===== src/rtl/stream_pkg.sv =====
// Shared definitions for stream blocks: arbiter FSM encoding and round-robin search.
// rr_pick has no state of its own; all latency and backpressure come from the caller.
package stream_pkg;

  localparam int RR_MAX_REQ = 16;
  localparam int RR_IDX_W   = 4;

  typedef enum logic {
    ST_IDLE = 1'b0,
    ST_BUSY = 1'b1
  } arb_state_t;

  typedef struct packed {
    logic                found;
    logic [RR_IDX_W-1:0] idx;
  } rr_pick_t;

  // Unused requester slots must be zero, so a 16-wide wrap gives the same
  // answer as a wrap modulo the real requester count.
  function automatic rr_pick_t rr_pick(input logic [RR_MAX_REQ-1:0] valid,
                                       input logic [RR_IDX_W-1:0]   ptr);
    rr_pick_t            res;
    logic [RR_IDX_W-1:0] idx;
    res = '0;
    for (int k = RR_MAX_REQ - 1; k >= 0; k--) begin
      idx = ptr + RR_IDX_W'(k);
      if (valid[idx]) begin
        res.found = 1'b1;
        res.idx   = idx;
      end
    end
    return res;
  endfunction

endpackage


===== src/rtl/skidbuffer.sv =====
// Two-entry valid/ready skid buffer; the output is registered, so an accepted beat shows on the next edge.
// ready_in comes only from the skid-entry flag and is forced low during reset.
module skidbuffer #(
  parameter int DATA_WIDTH = 8
) (
  input  logic                  clk,
  input  logic                  reset,
  input  logic                  valid_in,
  output logic                  ready_in,
  input  logic [DATA_WIDTH-1:0] data_in,
  output logic                  valid_out,
  input  logic                  ready_out,
  output logic [DATA_WIDTH-1:0] data_out
);

  logic                  main_vld_q, main_vld_d;
  logic                  skid_vld_q, skid_vld_d;
  logic [DATA_WIDTH-1:0] main_dat_q, main_dat_d;
  logic [DATA_WIDTH-1:0] skid_dat_q, skid_dat_d;
  logic                  in_fire;
  logic                  main_free;

  assign ready_in  = !skid_vld_q && !reset;
  assign in_fire   = valid_in && ready_in;
  assign main_free = !main_vld_q || ready_out;

  always_comb begin
    main_vld_d = main_vld_q;
    main_dat_d = main_dat_q;
    skid_vld_d = skid_vld_q;
    skid_dat_d = skid_dat_q;
    if (main_free) begin
      // A full skid entry means ready_in is low, so no input beat competes here.
      if (skid_vld_q) begin
        main_vld_d = 1'b1;
        main_dat_d = skid_dat_q;
        skid_vld_d = 1'b0;
      end else if (in_fire) begin
        main_vld_d = 1'b1;
        main_dat_d = data_in;
      end else begin
        main_vld_d = 1'b0;
      end
    end else if (in_fire) begin
      skid_vld_d = 1'b1;
      skid_dat_d = data_in;
    end
  end

  always_ff @(posedge clk) begin
    if (reset) begin
      main_vld_q <= 1'b0;
      skid_vld_q <= 1'b0;
      main_dat_q <= '0;
      skid_dat_q <= '0;
    end else begin
      main_vld_q <= main_vld_d;
      skid_vld_q <= skid_vld_d;
      main_dat_q <= main_dat_d;
      skid_dat_q <= skid_dat_d;
    end
  end

  assign valid_out = main_vld_q;
  assign data_out  = main_dat_q;

endmodule


===== src/rtl/stream_rr_arbiter.sv =====
// Round-robin arbiter with packet locking on last, feeding one stream through a skid buffer (1-cycle latency).
// Backpressure: ready_in depends only on the registered skid state, never combinationally on ready_out.
module stream_rr_arbiter
  import stream_pkg::*;
#(
  parameter  int NUM_REQ    = 4,
  parameter  int DATA_WIDTH = 8,
  localparam int ID_WIDTH   = $clog2(NUM_REQ)
) (
  input  logic                          clk,
  input  logic                          reset,
  input  logic [NUM_REQ-1:0]            valid_in,
  output logic [NUM_REQ-1:0]            ready_in,
  input  logic [NUM_REQ*DATA_WIDTH-1:0] data_in,
  input  logic [NUM_REQ-1:0]            last_in,
  output logic                          valid_out,
  input  logic                          ready_out,
  output logic [DATA_WIDTH-1:0]         data_out,
  output logic                          last_out,
  output logic [ID_WIDTH-1:0]           grant_id
);

  localparam int SB_WIDTH = ID_WIDTH + 1 + DATA_WIDTH;

  arb_state_t            state_q;
  logic [ID_WIDTH-1:0]   rr_ptr_q;
  logic [ID_WIDTH-1:0]   grant_q;
  logic [ID_WIDTH-1:0]   pick;
  logic [ID_WIDTH-1:0]   next_ptr;
  logic                  pick_ok;
  logic                  pick_last;
  logic [DATA_WIDTH-1:0] pick_dat;
  logic [RR_MAX_REQ-1:0] valid_ext;
  rr_pick_t              rr_res;
  logic                  sb_valid_in;
  logic                  sb_ready_in;
  logic                  sb_fire;
  logic [SB_WIDTH-1:0]   sb_data_in;
  logic [SB_WIDTH-1:0]   sb_data_out;

  assign valid_ext = RR_MAX_REQ'(valid_in);
  assign rr_res    = rr_pick(valid_ext, RR_IDX_W'(rr_ptr_q));

  // A locked packet keeps its owner even while that owner's valid is low.
  always_comb begin
    if (state_q == ST_BUSY) begin
      pick    = grant_q;
      pick_ok = 1'b1;
    end else begin
      pick    = ID_WIDTH'(rr_res.idx);
      pick_ok = rr_res.found;
    end
  end

  assign pick_dat    = data_in[int'(pick)*DATA_WIDTH +: DATA_WIDTH];
  assign pick_last   = last_in[pick];
  assign sb_valid_in = pick_ok && valid_in[pick];
  assign sb_fire     = sb_valid_in && sb_ready_in;
  assign sb_data_in  = {pick, pick_last, pick_dat};
  assign next_ptr    = (pick == ID_WIDTH'(NUM_REQ - 1)) ? '0 : pick + ID_WIDTH'(1);

  always_comb begin
    ready_in = '0;
    if (sb_ready_in && pick_ok && (state_q == ST_BUSY || valid_in[pick])) begin
      ready_in[pick] = 1'b1;
    end
  end

  always_ff @(posedge clk) begin
    if (reset) begin
      state_q  <= ST_IDLE;
      rr_ptr_q <= '0;
      grant_q  <= '0;
    end else if (sb_fire) begin
      if (pick_last) begin
        state_q  <= ST_IDLE;
        rr_ptr_q <= next_ptr;
      end else if (state_q == ST_IDLE) begin
        state_q <= ST_BUSY;
        grant_q <= pick;
      end
    end
  end

  skidbuffer #(
    .DATA_WIDTH(SB_WIDTH)
  ) u_skid (
    .clk      (clk),
    .reset    (reset),
    .valid_in (sb_valid_in),
    .ready_in (sb_ready_in),
    .data_in  (sb_data_in),
    .valid_out(valid_out),
    .ready_out(ready_out),
    .data_out (sb_data_out)
  );

  assign {grant_id, last_out, data_out} = sb_data_out;

endmodule


===== config.mk =====
export PLATFORM = sky130hd
export DESIGN_NAME = stream_rr_arbiter
export DESIGN_NICKNAME = d
export VERILOG_FILES = /design/src/rtl/stream_pkg.sv /design/src/rtl/skidbuffer.sv /design/src/rtl/stream_rr_arbiter.sv
export SDC_FILE = /design/constraint.sdc
export NUM_CORES = 1
export LEC_CHECK = 0
export ABC_AREA = 1
export BUFFER_PORTS_ARGS = -buffer_cell sky130_fd_sc_hd__buf_2
export CAP_MARGIN = 25
export CORE_ASPECT_RATIO = 1.1
export CORE_MARGIN = 3
export CORE_UTILIZATION = 50
export CTS_BUF_LIST = sky130_fd_sc_hd__clkbuf_8
export CTS_CLUSTER_DIAMETER = 60
export DETAILED_ROUTE_END_ITERATION = 7
export PLACE_DENSITY = 0.77
export SYNTH_ARGS = -nofsm -noshare
export SYNTH_HDL_FRONTEND = slang
export SYNTH_SLANG_ARGS = --single-unit

===== constraint.sdc =====
create_clock -name clk -period 4.5 [get_ports clk]
set_input_delay 0.45 -clock clk [delete_from_list [all_inputs] [get_ports clk]]
set_output_delay 0.45 -clock clk [all_outputs]
set_load 0.02 [all_outputs]

==> After elaboration in Yosys (flattened, before gate mapping) <==
Cells that the tools add are included.
{ "word_totals": {"word_cells": 126, "reg_bits": 29, "out_inout_bits": 16, "input_bits": 43} }
{ "op_classes": {"bitwise_logic": 3, "n_lt_le_gt_ge": 18, "eq_ne": 1, "n_reduce_logical": 17, "muxes": 63, "shift": 1, "add_sub_neg": 16} }
{ "ops": {"columns": ["operator", "count"], "rows": [
  ["$mux 5", 16],
  ["$bmux 1 s4", 15],
  ["$lt 4x5->1 const B", 12],
  ["$shiftx 32x6->8", 1],
  ["$mux 1", 23],
  ["$mux 11", 2],
  ["$add 2x3->4 const B", 4],
  ["$add 2x4->4 const B", 4],
  ["$lt 3x5->1 const B", 3],
  ["$add 3x3->4 const B", 2],
  ["$add 2x2->3 const B", 2],
  ["$bmux 1 s2", 3],
  ["$logic_and 1x1->1", 6],
  ["$reduce_and 2->1", 3],
  ["$lt 2x5->1 const B", 1],
  ["$add 3x1->4 const B", 1],
  ["$add 3x2->4 const B", 1],
  ["$mux 2", 2],
  ["$mux 4", 1],
  ["$add 2x1->3 const B", 1],
  ["$logic_not 1->1", 3],
  ["$lt 2x3->1 const B", 1],
  ["$not 1->1", 3],
  ["$reduce_and 3->1", 1],
  ["other kinds (7)", 8]
]} }

==> Depth between registers and ports, before layout <==
Gate-level depths: netlist of run 1.
{ "depth": {"ltp_word": 26, "depth_mapped": 24, "ltp_nobuf": 22} }

==> Cells and area by module <==
From an unflattened synthesis of run 1, not the netlist that was laid out.
{ "unflattened": {"cells_unflattened": 380, "area_unflattened_um2": 2338.5} }
{ "by_module_without_submodules": {"columns": ["mod", "instances", "area_per_inst_um2", "cells_each"], "rows": [
  ["skidbuffer", 1, 1189.9, 190],
  ["stream_rr_arbiter", 1, 1148.6, 190]
]} }

==> Worst setup path after synthesis of run 1 <==
Ideal clock, no wire load.
{ "synth_path": {"path_kind": "reg-to-output", "start": "register rr_ptr_q[0]", "end": "output ready_in[0]", "arrival_ns": 2.380, "stages_incl_launch_ff": 19, "setup_slack_ns": 1.670, "path_cell_list": "dfxtp_1 buf_6 inv_6 ha_1 inv_1 nand3_2 nand2_2 nand2_2 nand3_2 nand2_2 a21oi_2 nand2_1 nand2_2 nand2_4 inv_2 buf_4 ha_1 inv_1 nor2_1"} }
{ "synth_via": {"elab_chain_len": 25} }
{ "synth_lines": {"columns": ["item", "line", "source"], "rows": [
  ["start: declaration", "stream_rr_arbiter.sv:26", "logic [ID_WIDTH-1:0] rr_ptr_q;"],
  ["start signal: assignment", "stream_rr_arbiter.sv:77", "rr_ptr_q <= next_ptr;"],
  ["$add 3x1->4", "stream_pkg.sv:26", "idx = ptr + RR_IDX_W'(k);"],
  ["$bmux 1 s4", "stream_pkg.sv:27", "if (valid[idx]) begin"],
  ["$mux 1 (implied by the code)", "stream_pkg.sv:27", null],
  ["$mux 5 (15 in a row)", "stream_pkg.sv:27", null],
  ["$mux 5 (*)", "stream_pkg.sv:27", null],
  ["$mux 2", "stream_rr_arbiter.sv:46", "if (state_q == ST_BUSY) begin"],
  ["$lt 2x3->1 (implied by the code), or another cell as far along", "stream_rr_arbiter.sv:65", "ready_in[pick] = 1'b1;"],
  ["$logic_and 1x1->1 (implied by the code) or $mux 1 (tied branches)", "stream_rr_arbiter.sv:65, stream_rr_arbiter.sv:64", null],
  ["$mux 1 (implied by the code) or $logic_or 1x1->1 (tied branches)", "stream_rr_arbiter.sv:65, stream_rr_arbiter.sv:64", null],
  ["$demux 1 s2 or $logic_and 1x1->1 (tied branches)", "stream_rr_arbiter.sv:65, stream_rr_arbiter.sv:64", null],
  ["$mux 4 (*)", "stream_rr_arbiter.sv:64", "if (sb_ready_in && pick_ok && (state_q == ST_BUSY || valid_in[pick])) begin"],
  ["end: declaration", "stream_rr_arbiter.sv:13", "output logic [NUM_REQ-1:0] ready_in,"]
]} }
Every way passes the cells marked *; elsewhere a longest branch is shown, timed or not. The select of a mux whose other input is x is not followed.

==> Worst setup path in the final report of run 1 <==
{ "layout_path": {"start": "register rr_ptr_q[0]", "end": "output ready_in[2]"} }
Same word-level chain as after synthesis.

==> impl_metrics.csv, run 1 <==
group,metric,value,unit
run_status,status,"finished clean",
sta,finalHoldViolCount,0,
clock_network,clock-root-buffer,"clkbuf_8",
min_path,timing.hold.worst.class,"input pin to flop",
die,core,3990,um2
global_route,grt_first_pass_wirelength,8.62,mm
die,initial_core_util,52.7,%
sta,setup_tns,0,ns
place,place_area,2390,um2
final_layout,final_common_cell,"nand2_1",
die,fp.dieW,67.9,um
synthesis,yosys.area.top_type,"dfxtp_1",
final_layout,syn_to_final_growth,17.5,%
synthesis,syn_inst,344,
synthesis,synth_top_cell_area_share,27.6,%
global_route,grt_overflow,0,
route,highest_layer,"met4",
synthesis,yosys_warnings,0,
synthesis,netlist_area,2100,um2
place,portBuffers,58,
sta,fin_crit_sh,83.4,%
critical_path,endpoint_kind,"output port",
power,irDropWorstVdd,0.000263,V
critical_path,cp.arrival,3.30,ns
route,drtIter0Drc,122,
sta,relSlewSlack,55.7,%
synthesis,synthTopCellsByArea,"dfxtp_1 28%, nand2_1 21%, nand3_1 8.6%, inv_1 6.6%, nor2_1 6.2%",
clock_network,cts_hold_buf,0,
global_route,grt_pass1_vias,2043,
critical_path,crit_fanout,25,
synthesis,syn_nets,393,
clock_network,cts_buffers,5,
final_layout,nets,446,
final_layout,antenna_cells,0,
clock_network,postCtsResizedCells,0,
die,die_area,5020,um2
sta,finalCriticalPeriod,3.75,ns
place,gp_congestion,0.810,
route,firstDrtPassIters,4,
sta,fmax,267,MHz
route,met1_length,2.13,mm
die,rows,24,
sta,clock_skew,0.00363,ns
final_layout,final_cell_area,2470,um2
sta,finalMaxSlewViolations,0,
route,route.met3.wl,266,um
synthesis,synth_area_per_cell,6.12,um2
sta,rsz0062_at_grt,"false",
final_layout,drive_gt1_share,23.4,%
clock_network,cts.path.max_buffers,2,
global_route,grt_usage,22.6,%
clock_network,clock_latency,0.28,ns
clock_network,post_cts_buffers,0,
sta,setup_viol,0,
sta,tightest_slew,0.663,ns
global_route,grt_max_degree,26,
clock_network,tritoncts,"done",
power,p_leak,1.31,nW
synthesis,synth_cell_types,24,
route,wl,5.02,mm
route,wl_met2,2.52,mm
route,ant_nets,0,
route,viasPerCell,4.90,
job,maxCapViolCount,0,
route,wire_per_inst,11.2,um
sta,worst_hold_slack,0.449,ns
die,top_level_ports,59,
synthesis,ys_seq_area_share,27.6,%
place,dp_hpwl,3.76,mm
global_route,antenna_found_initial,0,
clock_network,clk_pin_slew,0.06,ns
route,vias,2202,
critical_path,path_class,"flop to output port",
route,drc,0,
die,die_y,74.0,um
final_layout,mostFrequentLayoutCells,"118 x nand2_1, 58 x buf_2, 38 x inv_1",
synthesis,ys_ff_latch,29,
critical_path,start_kind,"flop",
power,power.density,589,nW/um2
critical_path,crit_required,4.05,ns
clock_network,cts_sinks,29,
clock_network,h-tree-depth,2,
## area by class of cell
cell class	instances	area (um2)
Multi-Input combinational cell	262	1280
Tap cell	52	65.1
Sequential cell	29	581
Clock inverter	1	3.75
Fill cell	419	1520
Clock buffer	6	82.6
Timing Repair Buffer	60	305
Inverter	39	151
## critical path, cell delays in order (launching register included)
cell	delay, ns
dfxtp_1	0.54
inv_6	0.08
ha_1	0.37
inv_1	0.14
nand3_2	0.11
nand2_2	0.11
nand2_2	0.06
nand3_1	0.08
nand2_1	0.05
nand2_1	0.05
nand2_1	0.05
nand2_1	0.08
nand2_2	0.09
nand2_4	0.22
nand2_1	0.10
nand3_2	0.09
nand2_4	0.08
o21ai_0	0.44
nor2_1	0.09
buf_2	0.18
## sequential cells by signal (all words and copies together) (netlist names)
signal	cells
state_q	1
u_skid.skid_dat_q	11
rr_ptr_q	2
u_skid.skid_vld_q	1
grant_q	2
u_skid.data_out	11
u_skid.valid_out	1
## power breakdown
group	switching [mW]	internal, mW
clock	0.0930	0.119
sequential	0.0352	0.313
combinational	0.606	0.292
## worst paths after layout
kind / cells past startpoint / end / start / slack, ns
setup / recovery: 19 / ready_in[2] / rr_ptr_q[0] / 0.75
hold / removal: 2 / u_skid.skid_dat_q[10] / reset / 0.45
setup reg to reg: 19 / u_skid.skid_dat_q[0] / rr_ptr_q[0] / 1.03
hold reg to reg: 2 / u_skid.data_out[9] / u_skid.data_out[9] / 0.48
## routing by layer
| layer | vias up | GRT usage [%] |
|---|---|---|
| met5 | - | 0 |
| met4 | 0 | 7.28 |
| met3 | 10 | 6.95 |
| met2 | 46 | 39.5 |
| met1 | 967 | 26.3 |
| li1 | 1179 | - |
## synth_stat cells
cell / number
nand2_8: 3
a21oi_2: 1
o21ai_0: 17
inv_6: 1
inv_2: 1
nand2_2: 10
nand2_1: 118
nand3_2: 4
or2_1: 1
clkbuf_1: 4
a21boi_2: 1
buf_4: 2
buf_2: 5
buf_6: 3
nand3_1: 36
nor2_1: 35
nand2_4: 4
a21oi_1: 21
nor3_1: 2
a211oi_1: 1
nor2_2: 2
dfxtp_1: 29
ha_1: 6
inv_1: 37
## stage by stage
stage          instances  power [mW]  utilization (%)  worst slack [ns]
2_1_floorplan        344        1.07                -              1.67
3_3_place_gp         442        1.24             59.7              1.15
3_5_place_dp         442        1.25             59.7              1.05
4_1_cts              449        1.47             61.9             0.725
5_1_grt              449        1.60             61.9             0.397
6_report             449        1.46             61.9             0.748
## cells by family after synthesis
family / count (synthesis) / synth area share (%)
adder cells (fa/ha/maj): 6 / 3.57
AO/OA/AOI/OAI: 41 / 10.3
buffers and inverters: 53 / 11.4
AND/OR/NAND/NOR: 215 / 47.1
flip-flops: 29 / 27.6
Note: power is estimated with default switching activity, not from simulation.
==> inputs of run 2 (changes only) <==
- clock period: 4.5 -> 3.83 ns (I/O delays scaled with it)
==> run 2 against run 1 <==
Against the previous run:
- setup slack got worse by 0.31 ns
- critical path type unchanged
- count of clock-buffer cells in the layout unchanged
- die area unchanged
- power increased by 18%
- core utilization increased by 0.38 points
- largest power group unchanged
- combinational power increased by 18%
- worst hold slack got worse by 0.059 ns
- wire length decreased by 1.5%
- first-iteration DRC count decreased by 31%
- clock power increased by 18%
- critical path depth decreased by 1
==> impl_metrics.csv, run 2 (synthesis results as in run 1) <==
group,metric,value,unit
die,initial_core_util,52.7,%
min_path,hp-start,"reset",
critical_path,r2r_cells,19,
clock_network,post_cts_buffers,0,
critical_path,slowest_stage,"dfxtp_1",
die,rows,24,
sta,setup_viol,0,
critical_path,endpoint_kind,"output port",
global_route,grt_max_degree,26,
power,p_leak,1.32,nW
sta,fin_crit_sh,88.6,%
clock_network,clock_latency,0.28,ns
job,maxCapViolCount,0,
final_layout,syn_to_final_growth,18.2,%
critical_path,start_kind,"flop",
route,wl,4.94,mm
power,p_sw,0.861,mW
route,ant_nets,0,
power,p_sw_share,50.2,%
critical_path,reg2reg_from,"rr_ptr_q[1]",
clock_network,cts_buffers,5,
die,die_area,5020,um2
clock_network,tritoncts,"done",
clock_network,clk_pin_slew,0.06,ns
global_route,grt_overflow,0,
die,fp.dieW,67.9,um
critical_path,crit_fanout,25,
global_route,grt_pass1_vias,2097,
global_route,grt_usage,22.1,%
sta,tightest_slew,0.694,ns
clock_network,cts.path.max_buffers,2,
global_route,grt_first_pass_wirelength,8.65,mm
power,intPower,0.854,mW
sta,clock_skew,0.00238,ns
min_path,timing.hold.worst.class,"input pin to flop",
final_layout,drive_gt1_share,23.8,%
place,portBuffers,58,
route,firstDrtPassIters,6,
min_path,worstHoldPathCells,2,
min_path,whs_endpoint,"u_skid.skid_dat_q[9]",
sta,finalHoldViolCount,0,
final_layout,final_common_cell,"nand2_1",
sta,finalMaxSlewViolations,0,
power,power.density,690,nW/um2
route,drtIter0Drc,84,
clock_network,h-tree-depth,2,
critical_path,cp.arrival,3.01,ns
final_layout,nets,448,
place,place_area,2400,um2
die,core,3990,um2
place,dp_hpwl,3.70,mm
power,irDropWorstVdd,0.000348,V
global_route,antenna_found_initial,0,
power,clockPowerShare,14.6,%
route,vias,2180,
critical_path,rrSetupSlack,0.76,ns
final_layout,final_cell_area,2490,um2
route,wire_per_inst,11.0,um
sta,finalCriticalPeriod,3.39,ns
die,top_level_ports,59,
critical_path,r2r_end,"u_skid.skid_dat_q[0]",
sta,relSlewSlack,53.7,%
clock_network,cts_hold_buf,0,
final_layout,mostFrequentLayoutCells,"118 x nand2_1, 58 x buf_2, 38 x inv_1",
sta,rsz0062_at_grt,"false",
clock_network,postCtsResizedCells,0,
route,drc,0,
route,viasPerCell,4.83,
final_layout,antenna_cells,0,
clock_network,clock-root-buffer,"clkbuf_8",
sta,setup_tns,0,ns
place,gp_congestion,0.795,
power,p_total,1.72,mW
critical_path,crit_path_frequent_cell,"nand2_1",
critical_path,crit_chain,"inv_1, ha_1, inv_1, nand3_1, nand3_1, nand3_1, nand2_1, nand2_1, nand2_1, nand2_1, nand2_2, nand2_4, nand2_1, nand3_2, nand2_4, o21ai_1, nor2_1, buf_2",
critical_path,path_class,"flop to output port",
power,combPwrFrac,61.7,%
power,seqPwrFrac,23.7,%
die,die_y,74.0,um
critical_path,crit_required,3.45,ns
critical_path,max_stage_delay,0.39,ns
sta,fmax,295,MHz
run_status,status,"finished clean",
clock_network,cts_sinks,29,
-- run 2: changes by cell type in the layout (fill, tap and decap cells not counted) --
| cell | before | now |
|---|---|---|
| buf_4 | 2 | 4 |
| o21ai_0 | 17 | 16 |
| o21ai_1 | 0 | 1 |
-- run 2: worst max-delay path by stage --
stage | start | endpoint | slack, ns | depth (start not counted)
floorplan | rr_ptr_q[0] | ready_in[0] | 1.07 | 18
global placement | rr_ptr_q[1] | ready_in[2] | 0.68 | 18
detailed placement | rr_ptr_q[1] | ready_in[2] | 0.61 | 18
CTS | rr_ptr_q[1] | ready_in[2] | 0.29 | 18
global route | rr_ptr_q[1] | ready_in[2] | 0.13 | 18
finish | rr_ptr_q[1] | ready_in[2] | 0.44 | 18
-- run 2: metal layers --
metal | global-route usage [%] | vias to the layer above | wire length (um)
met5 | 0 | - | 0
met4 | 6.84 | 0 | 121
met3 | 5.29 | 11 | 225
met2 | 39.6 | 55 | 2440
met1 | 25.7 | 932 | 2150
li1 | - | 1182 | -
-- run 2: metrics by stage --
| step | cells | setup slack (ns) | util (%) | hold WS [ns] |
|---|---|---|---|---|
| floorplan | 344 | 1.07 | - | 0.445 |
| global placement | 444 | 0.685 | 60.1 | 0.453 |
| detailed placement | 444 | 0.608 | 60.1 | 0.463 |
| CTS | 451 | 0.292 | 62.3 | 0.391 |
| global route | 451 | 0.127 | 62.3 | 0.405 |
| finish | 451 | 0.435 | 62.3 | 0.390 |
-- run 2: power by group through the flow --
stage | Combinational (mW) | Clock [mW] | Sequential [mW]
detailed placement | 1.06 | 0 | 0.413
global placement | 1.05 | 0 | 0.410
floorplan | 0.809 | 0 | 0.450
finish | 1.06 | 0.250 | 0.406
global route | 1.22 | 0.266 | 0.415
CTS | 1.06 | 0.253 | 0.406
-- run 2: area by class of cell --
class	count	area (um2)
Clock inverter	1	3.75
Multi-Input combinational cell	262	1280
Sequential cell	29	581
Inverter	39	151
Timing Repair Buffer	62	320
Clock buffer	6	82.6
Fill cell	395	1510
Tap cell	52	65.1
-- run 2: critical path, delay by kind of cell (launching register included) --
| kind | cells | cell delay [ns] |
|---|---|---|
| AO/OA/AOI/OAI | 1 | 0.30 |
| adder cells (fa/ha/maj) | 1 | 0.39 |
| buffers and inverters | 3 | 0.39 |
| flip-flops | 1 | 0.39 |
| AND/OR/NAND/NOR | 13 | 1.27 |
